<file path="src/rtl/uart_pkg.sv">
// rtl/uart_pkg.sv - UART register map, ctrl/status bit positions and TX FSM encoding
package uart_pkg;

  localparam logic [1:0] ADDR_STAT = 2'd0;
  localparam logic [1:0] ADDR_CTRL = 2'd1;
  localparam logic [1:0] ADDR_TX   = 2'd2;
  localparam logic [1:0] ADDR_RX   = 2'd3;

  localparam int CTRL_TX_EN   = 0;
  localparam int CTRL_PAR_EN  = 4;
  localparam int CTRL_PAR_ODD = 5;
  localparam int CTRL_STOP2   = 6;

  localparam int STAT_TX_DONE     = 16;
  localparam int STAT_TX_BUSY     = 17;
  localparam int STAT_TX_BUF_FULL = 18;
  localparam int STAT_TX_OVERRUN  = 19;

  typedef enum logic [2:0] {
    TX_IDLE   = 3'd0,
    TX_START  = 3'd1,
    TX_DATA   = 3'd2,
    TX_PARITY = 3'd3,
    TX_STOP   = 3'd4
  } tx_state_e;

endpackage

</file>
<file path="src/rtl/uart_baud_gen.sv">
// rtl/uart_baud_gen.sv - bit-period counter shared by the TX and RX engines
// Counts 0..CLKS_PER_BIT-1 while clr_i is low; bit_tick_o marks the terminal count.
module uart_baud_gen
  import uart_pkg::*;
#(
  parameter int CLKS_PER_BIT = 868
) (
  input  logic clk_i,
  input  logic rst_i,
  input  logic clr_i,
  output logic bit_tick_o
);

  localparam int CW = (CLKS_PER_BIT > 1) ? $clog2(CLKS_PER_BIT) : 1;
  localparam logic [CW-1:0] TERM = CW'(CLKS_PER_BIT - 1);

  logic [CW-1:0] r_cnt;
  logic          w_term;

  assign w_term     = (r_cnt == TERM);
  assign bit_tick_o = w_term & ~clr_i;

  always_ff @(posedge clk_i) begin
    if (rst_i || clr_i || w_term) begin
      r_cnt <= '0;
    end else begin
      r_cnt <= r_cnt + 1'b1;
    end
  end

endmodule

</file>
<file path="src/rtl/uart_tx_engine.sv">
// rtl/uart_tx_engine.sv - UART transmit engine with one-entry holding buffer and status writeback
// Define UART_TX_PARITY_EN to build the parity bit state (PAR_EN/PAR_ODD); otherwise frames are 8N1/8N2.
module uart_tx_engine
  import uart_pkg::*;
#(
  parameter int REG_WIDTH    = 32,
  parameter int CLKS_PER_BIT = 868
) (
  input  logic                 clk_i,
  input  logic                 rst_i,
  input  logic [REG_WIDTH-1:0] ctrl_reg_i,
  input  logic [REG_WIDTH-1:0] tx_reg_i,
  input  logic                 tx_wr_i,
  output logic                 tx_o,
  output logic [REG_WIDTH-1:0] stat_data_o,
  output logic                 stat_wr_en_o
);

  tx_state_e r_state;
  tx_state_e w_state_nxt;

  logic       r_wr_q;
  logic [7:0] r_buf;
  logic       r_buf_full;
  logic       r_overrun;
  logic [7:0] r_data;
  logic [2:0] r_bit;
  logic       r_stop2;
`ifdef UART_TX_PARITY_EN
  logic       r_par_en;
  logic       r_par_odd;
`endif

  logic [REG_WIDTH-1:0] r_stat_data;
  logic                 r_stat_wr;

  logic w_tx_en;
  logic w_buf_avail;
  logic w_take;
  logic w_frame_end;
  logic w_tick;
  logic w_tx;
  logic w_capture;
  logic w_buf_full_nxt;
  logic w_overrun_nxt;
  logic w_busy_nxt;
  logic w_baud_clr;
  logic w_stat_evt;
  logic [REG_WIDTH-1:0] w_stat_word;
  logic w_unused;

  assign w_tx_en     = ctrl_reg_i[CTRL_TX_EN];
  assign w_buf_avail = r_buf_full & w_tx_en;
  assign w_capture   = r_wr_q & w_tx_en & ~r_buf_full;
  assign w_baud_clr  = (r_state == TX_IDLE);
  assign w_unused    = ^{ctrl_reg_i, tx_reg_i};

  uart_baud_gen #(
    .CLKS_PER_BIT(CLKS_PER_BIT)
  ) u_baud (
    .clk_i     (clk_i),
    .rst_i     (rst_i),
    .clr_i     (w_baud_clr),
    .bit_tick_o(w_tick)
  );

  always_ff @(posedge clk_i) begin
    if (rst_i) begin
      r_state <= TX_IDLE;
    end else begin
      r_state <= w_state_nxt;
    end
  end

  always_comb begin
    w_state_nxt = r_state;
    w_take      = 1'b0;
    w_frame_end = 1'b0;
    w_tx        = 1'b1;
    case (r_state)
      TX_IDLE: begin
        if (w_buf_avail) begin
          w_state_nxt = TX_START;
          w_take      = 1'b1;
        end
      end
      TX_START: begin
        w_tx = 1'b0;
        if (w_tick) w_state_nxt = TX_DATA;
      end
      TX_DATA: begin
        w_tx = r_data[r_bit];
        if (w_tick && r_bit == 3'd7) begin
`ifdef UART_TX_PARITY_EN
          w_state_nxt = r_par_en ? TX_PARITY : TX_STOP;
`else
          w_state_nxt = TX_STOP;
`endif
        end
      end
`ifdef UART_TX_PARITY_EN
      TX_PARITY: begin
        w_tx = (^r_data) ^ r_par_odd;
        if (w_tick) w_state_nxt = TX_STOP;
      end
`endif
      TX_STOP: begin
        // r_bit counts stop bits here; the last one is index 1 only for two-stop frames
        if (w_tick && r_bit == {2'b00, r_stop2}) begin
          w_frame_end = 1'b1;
          if (w_buf_avail) begin
            w_state_nxt = TX_START;
            w_take      = 1'b1;
          end else begin
            w_state_nxt = TX_IDLE;
          end
        end
      end
      default: w_state_nxt = TX_IDLE;
    endcase
  end

  always_comb begin
    w_buf_full_nxt = r_buf_full;
    if (!w_tx_en) begin
      w_buf_full_nxt = 1'b0;
    end else if (w_take) begin
      w_buf_full_nxt = 1'b0;
    end else if (w_capture) begin
      w_buf_full_nxt = 1'b1;
    end
  end

  assign w_overrun_nxt = w_tx_en & (r_overrun | (r_wr_q & r_buf_full));

  always_ff @(posedge clk_i) begin
    if (rst_i) begin
      r_wr_q     <= 1'b0;
      r_buf      <= 8'h00;
      r_buf_full <= 1'b0;
      r_overrun  <= 1'b0;
      r_data     <= 8'h00;
      r_bit      <= 3'd0;
      r_stop2    <= 1'b0;
`ifdef UART_TX_PARITY_EN
      r_par_en   <= 1'b0;
      r_par_odd  <= 1'b0;
`endif
    end else begin
      r_wr_q     <= tx_wr_i;
      r_buf_full <= w_buf_full_nxt;
      r_overrun  <= w_overrun_nxt;
      if (w_capture) r_buf <= tx_reg_i[7:0];
      // frame format is frozen here so mid-frame ctrl writes only affect the next frame
      if (w_take) begin
        r_data    <= r_buf;
        r_stop2   <= ctrl_reg_i[CTRL_STOP2];
`ifdef UART_TX_PARITY_EN
        r_par_en  <= ctrl_reg_i[CTRL_PAR_EN];
        r_par_odd <= ctrl_reg_i[CTRL_PAR_ODD];
`endif
      end
      if (w_state_nxt != r_state) begin
        r_bit <= 3'd0;
      end else if (w_tick) begin
        r_bit <= r_bit + 3'd1;
      end
    end
  end

  assign w_busy_nxt = (w_state_nxt != TX_IDLE);
  assign w_stat_evt = w_frame_end
                    | (w_busy_nxt != (r_state != TX_IDLE))
                    | (w_buf_full_nxt != r_buf_full)
                    | (w_overrun_nxt != r_overrun);

  always_comb begin
    w_stat_word                   = '0;
    w_stat_word[STAT_TX_DONE]     = w_frame_end;
    w_stat_word[STAT_TX_BUSY]     = w_busy_nxt;
    w_stat_word[STAT_TX_BUF_FULL] = w_buf_full_nxt;
    w_stat_word[STAT_TX_OVERRUN]  = w_overrun_nxt;
  end

  always_ff @(posedge clk_i) begin
    if (rst_i) begin
      r_stat_wr   <= 1'b0;
      r_stat_data <= '0;
    end else begin
      r_stat_wr <= w_stat_evt;
      if (w_stat_evt) r_stat_data <= w_stat_word;
    end
  end

  assign tx_o         = w_tx;
  assign stat_data_o  = r_stat_data;
  assign stat_wr_en_o = r_stat_wr;

endmodule

</file>
<file path="config.mk">
export PLATFORM = sky130hd
export DESIGN_NAME = uart_tx_engine
export DESIGN_NICKNAME = d
export VERILOG_FILES = /design/src/rtl/uart_pkg.sv /design/src/rtl/uart_baud_gen.sv /design/src/rtl/uart_tx_engine.sv
export SDC_FILE = /design/constraint.sdc
export NUM_CORES = 1
export LEC_CHECK = 0
export CORE_ASPECT_RATIO = 0.5
export CORE_UTILIZATION = 40
export DETAILED_ROUTE_END_ITERATION = 16
export GPL_TIMING_DRIVEN = 0
export PLACE_DENSITY_LB_ADDON = 0.15
export REMOVE_ABC_BUFFERS = 1
export SETUP_SLACK_MARGIN = 0.1
export SYNTH_ARGS = -nofsm -noshare
export SYNTH_HDL_FRONTEND = slang
export SYNTH_SLANG_ARGS = --single-unit
</file>
<file path="constraint.sdc">
create_clock -name clk_i -period 2.1 [get_ports clk_i]
set_input_delay 0.315 -clock clk_i [delete_from_list [all_inputs] [get_ports clk_i]]
set_output_delay 0.315 -clock clk_i [all_outputs]
set_load 0.05 [all_outputs]
</file>
==> impl_metrics.env <==
export IMPL_port_buffers=18
export IMPL_hold_viol_final=0
export IMPL_r2r_slack_ps=170
export IMPL_mappedNetlistArea_um2=2030
export IMPL_antennaDiodeCount=0
export IMPL_grt_pass1_vias=1275
export IMPL_p_leak_uw=0.000912
export IMPL_r2r_start="u_baud.r_cnt[0]"
export IMPL_rsz0062_at_grt="yes"
export IMPL_htreeDepth=2
export IMPL_synth_edf_count=0
export IMPL_postRouteAntennaNets=0
export IMPL_cts_tree="built"
export IMPL_final_layout_size_suffix_gt1_share_pct=13.1
export IMPL_core_region_area_um2=4640
export IMPL_cts_buffers=5
export IMPL_met2_usage_pct=23.7
export IMPL_root_buffer="clkbuf_8"
export IMPL_hpwl_mm=2.42
export IMPL_grt_ovfl_total=0
export IMPL_yosysMostFrequentCell="dfxtp_1"
export IMPL_finalWorstSetupSlack_ps=-90.3
export IMPL_grt_pass1_wl_mm=5.94
export IMPL_crit_path_cell_trace="mux4_2 -> a2111oi_4 -> a21oi_1 -> buf_4"
export IMPL_die_h_um=52.4
export IMPL_fin_crit_sh_pct=104
export IMPL_routed_wl_mm=3.65
export IMPL_start_kind="flop"
export IMPL_layout_nets=314
export IMPL_end_kind="output pin"
export IMPL_ys_flop_type="dfxtp_1"
export IMPL_hp_class="flop to flop"
export IMPL_grt_util_all_layers_pct=14.8
export IMPL_synthTopCellsByArea="dfxtp_1, buf_4, mux2i_1, nor2_1, mux4_1"
export IMPL_worstPathRequired_ps=1780
export IMPL_slowest_delay_ps=540
export IMPL_setup_tns_ps=-90.3
export IMPL_start_util_pct=43.9
export IMPL_post_route_util_pct=50.4
export IMPL_post_drt_wl_per_cell_um=11.7
export IMPL_clk_latency_ps=290
export IMPL_clkSlewWorstSetupHoldPaths_ps=80
export IMPL_irDropWorstVdd_mv=0.354
export IMPL_drtPass1Iterations=4
export IMPL_rr_worst_depth=7
export IMPL_slew_violations=0
export IMPL_avgSynthCellArea_um2=9.16
export IMPL_async_flop_share_pct=0
export IMPL_met1_usage_pct=19.2
export IMPL_syn2layout_area_growth_pct=14.8
export IMPL_worst_pin_slew_ps=1010
export IMPL_hold_end="u_baud.r_cnt[0]"
export IMPL_fin_skew_ps=6.40
export IMPL_synth_top_area_share_pct=40.3
export IMPL_setup_viol_count_final=1
export IMPL_whs_path_depth=1
export IMPL_p_per_area_nw_per_um2=644
export IMPL_status="finished, violations left"
export IMPL_met3_usage_pct=4.53
export IMPL_ios=101
export IMPL_drv_cap=0
export IMPL_cp_max_fo=3
export IMPL_fmax_mhz=457
export IMPL_rr_endpoint="stat_data_o[18]"
export IMPL_slew_headroom_pct=32.5
export IMPL_ys_top_cells_by_count="dfxtp_1, nor2_1, buf_4"
export IMPL_critPathSlowestCell="mux4_2"
export IMPL_yosysUniqueCellTypes=40
export IMPL_fp_row_count=17
export IMPL_place_area_um2=2130
export IMPL_synthCells=222
export IMPL_pre_cts_ws_ps=-570
export IMPL_die_area_um2=5390
export IMPL_clock_sinks=41
export IMPL_final_area_um2=2330
export IMPL_via_per_inst=4.67
export IMPL_drc_errors=0
export IMPL_globalplace_congestion=0.739
export IMPL_power_total_uw=1500
export IMPL_num_vias=1453
export IMPL_drtIter0Drc=49
export IMPL_crit_type="flop to output pin"
export IMPL_failed_checks="negative setup slack"
export IMPL_synth_seq_cells=41
export IMPL_cts_buffer_depth=2
export IMPL_period_needed_ps=2190
export IMPL_grt_max_degree=30
export IMPL_synth_top_area_cell="dfxtp_1"
export IMPL_synth_seq_area_share_pct=40.3
export IMPL_arrival_ps=1880
export IMPL_busiest_layer="met2"
export IMPL_hold_start="u_baud.r_cnt[0]"
export IMPL_synth_warnings=0
export IMPL_grt_antenna_before_repair=0
export IMPL_die_x_um=103
==> layer usage <==
layer	share of wire [%]	vias to the layer above	routed length [µm]
met5	0	-	0
met4	1.0	0	38
met3	4.7	5	173
met2	43	46	1560
met1	51	646	1880
li1	-	756	-
==> metrics by stage <==
step | instances | hold WS (ps)
floorplan | 211 | 384
global placement | 295 | 444
detailed placement | 295 | 454
CTS | 308 | 470
global route | 311 | 478
finish | 311 | 453
==> area by class of cell <==
class	count	area [µm²]
Clock inverter	2	10.0
Multi-Input combinational cell	167	1080
Fill cell	444	2300
Tap cell	66	82.6
Clock buffer	6	72.6
Inverter	3	11.3
Timing Repair Buffer	26	255
Sequential cell	41	827
==> registers in the layout, summed over array words and instances, names as in the netlist <==
signal and count:
u_baud.r_cnt 10, r_buf 8, r_data 8, stat_data_o 4
r_bit 3, r_state 3, r_buf_full 1, r_overrun 1
r_stop2 1, r_wr_q 1, stat_wr_en_o 1
==> cells by family (layout without fill, tap and decap cells) <==
family,after synthesis,count (layout),synth area share [%]
simple gates,80,80,19.5
flops,41,41,40.3
other cells,1,28,0.184
xor+xnor,10,10,4.30
buf+inv,41,37,13.7
compound gates,25,25,8.06
mux,21,21,12.1
fa+ha+maj,3,3,1.85
==> report_power, final <==
part | internal (µW) | total, µW | switching (µW)
Clock | 230 | 492 | 261
Combinational | 52.1 | 215 | 163
Sequential | 788 | 797 | 8.93
==> layout by cell type (no fill, tap or decap), drive strengths merged, types with 3 or more instances in the layout <==
cell	instances
dfxtp	41
nor2	39
conb	28
mux2i	17
clkdlybuf4s50	16
nand3	9
a21oi	9
buf	9
nor3	7
xnor2	6
nand2	6
clkbuf	6
a31oi	5
xor2	4
nor2b	4
inv	3
o21ai	3
and3	3
ha	3
==> worst max-delay path by stage <==
stage                end  slack [ps]  depth (start not counted)  startpoint
finish              tx_o         -90                          4    r_bit[0]
global placement    tx_o        -600                          5    r_bit[0]
floorplan           tx_o          60                          4    r_bit[0]
CTS                 tx_o        -100                          5    r_bit[0]
global route        tx_o        -130                          4    r_bit[0]
detailed placement  tx_o        -570                          5    r_bit[0]
==> worst max-delay path, delay by kind of cell (launching register included) <==
family	cells	cell delay, ps
DFF	1	370
AOI/OAI and AO/OA	2	460
buffers and inverters	1	210
muxes	1	540
==> repair_timing <==
action,CTS,global route
endpoints found under the hold margin,0,0
setup buffers,5,3
pin swaps,2,4
endpoints found under the setup margin,14,23
resized for setup,14,11
hold buffers,0,0
No activity file was read; power rests on OpenSTA's default activity.
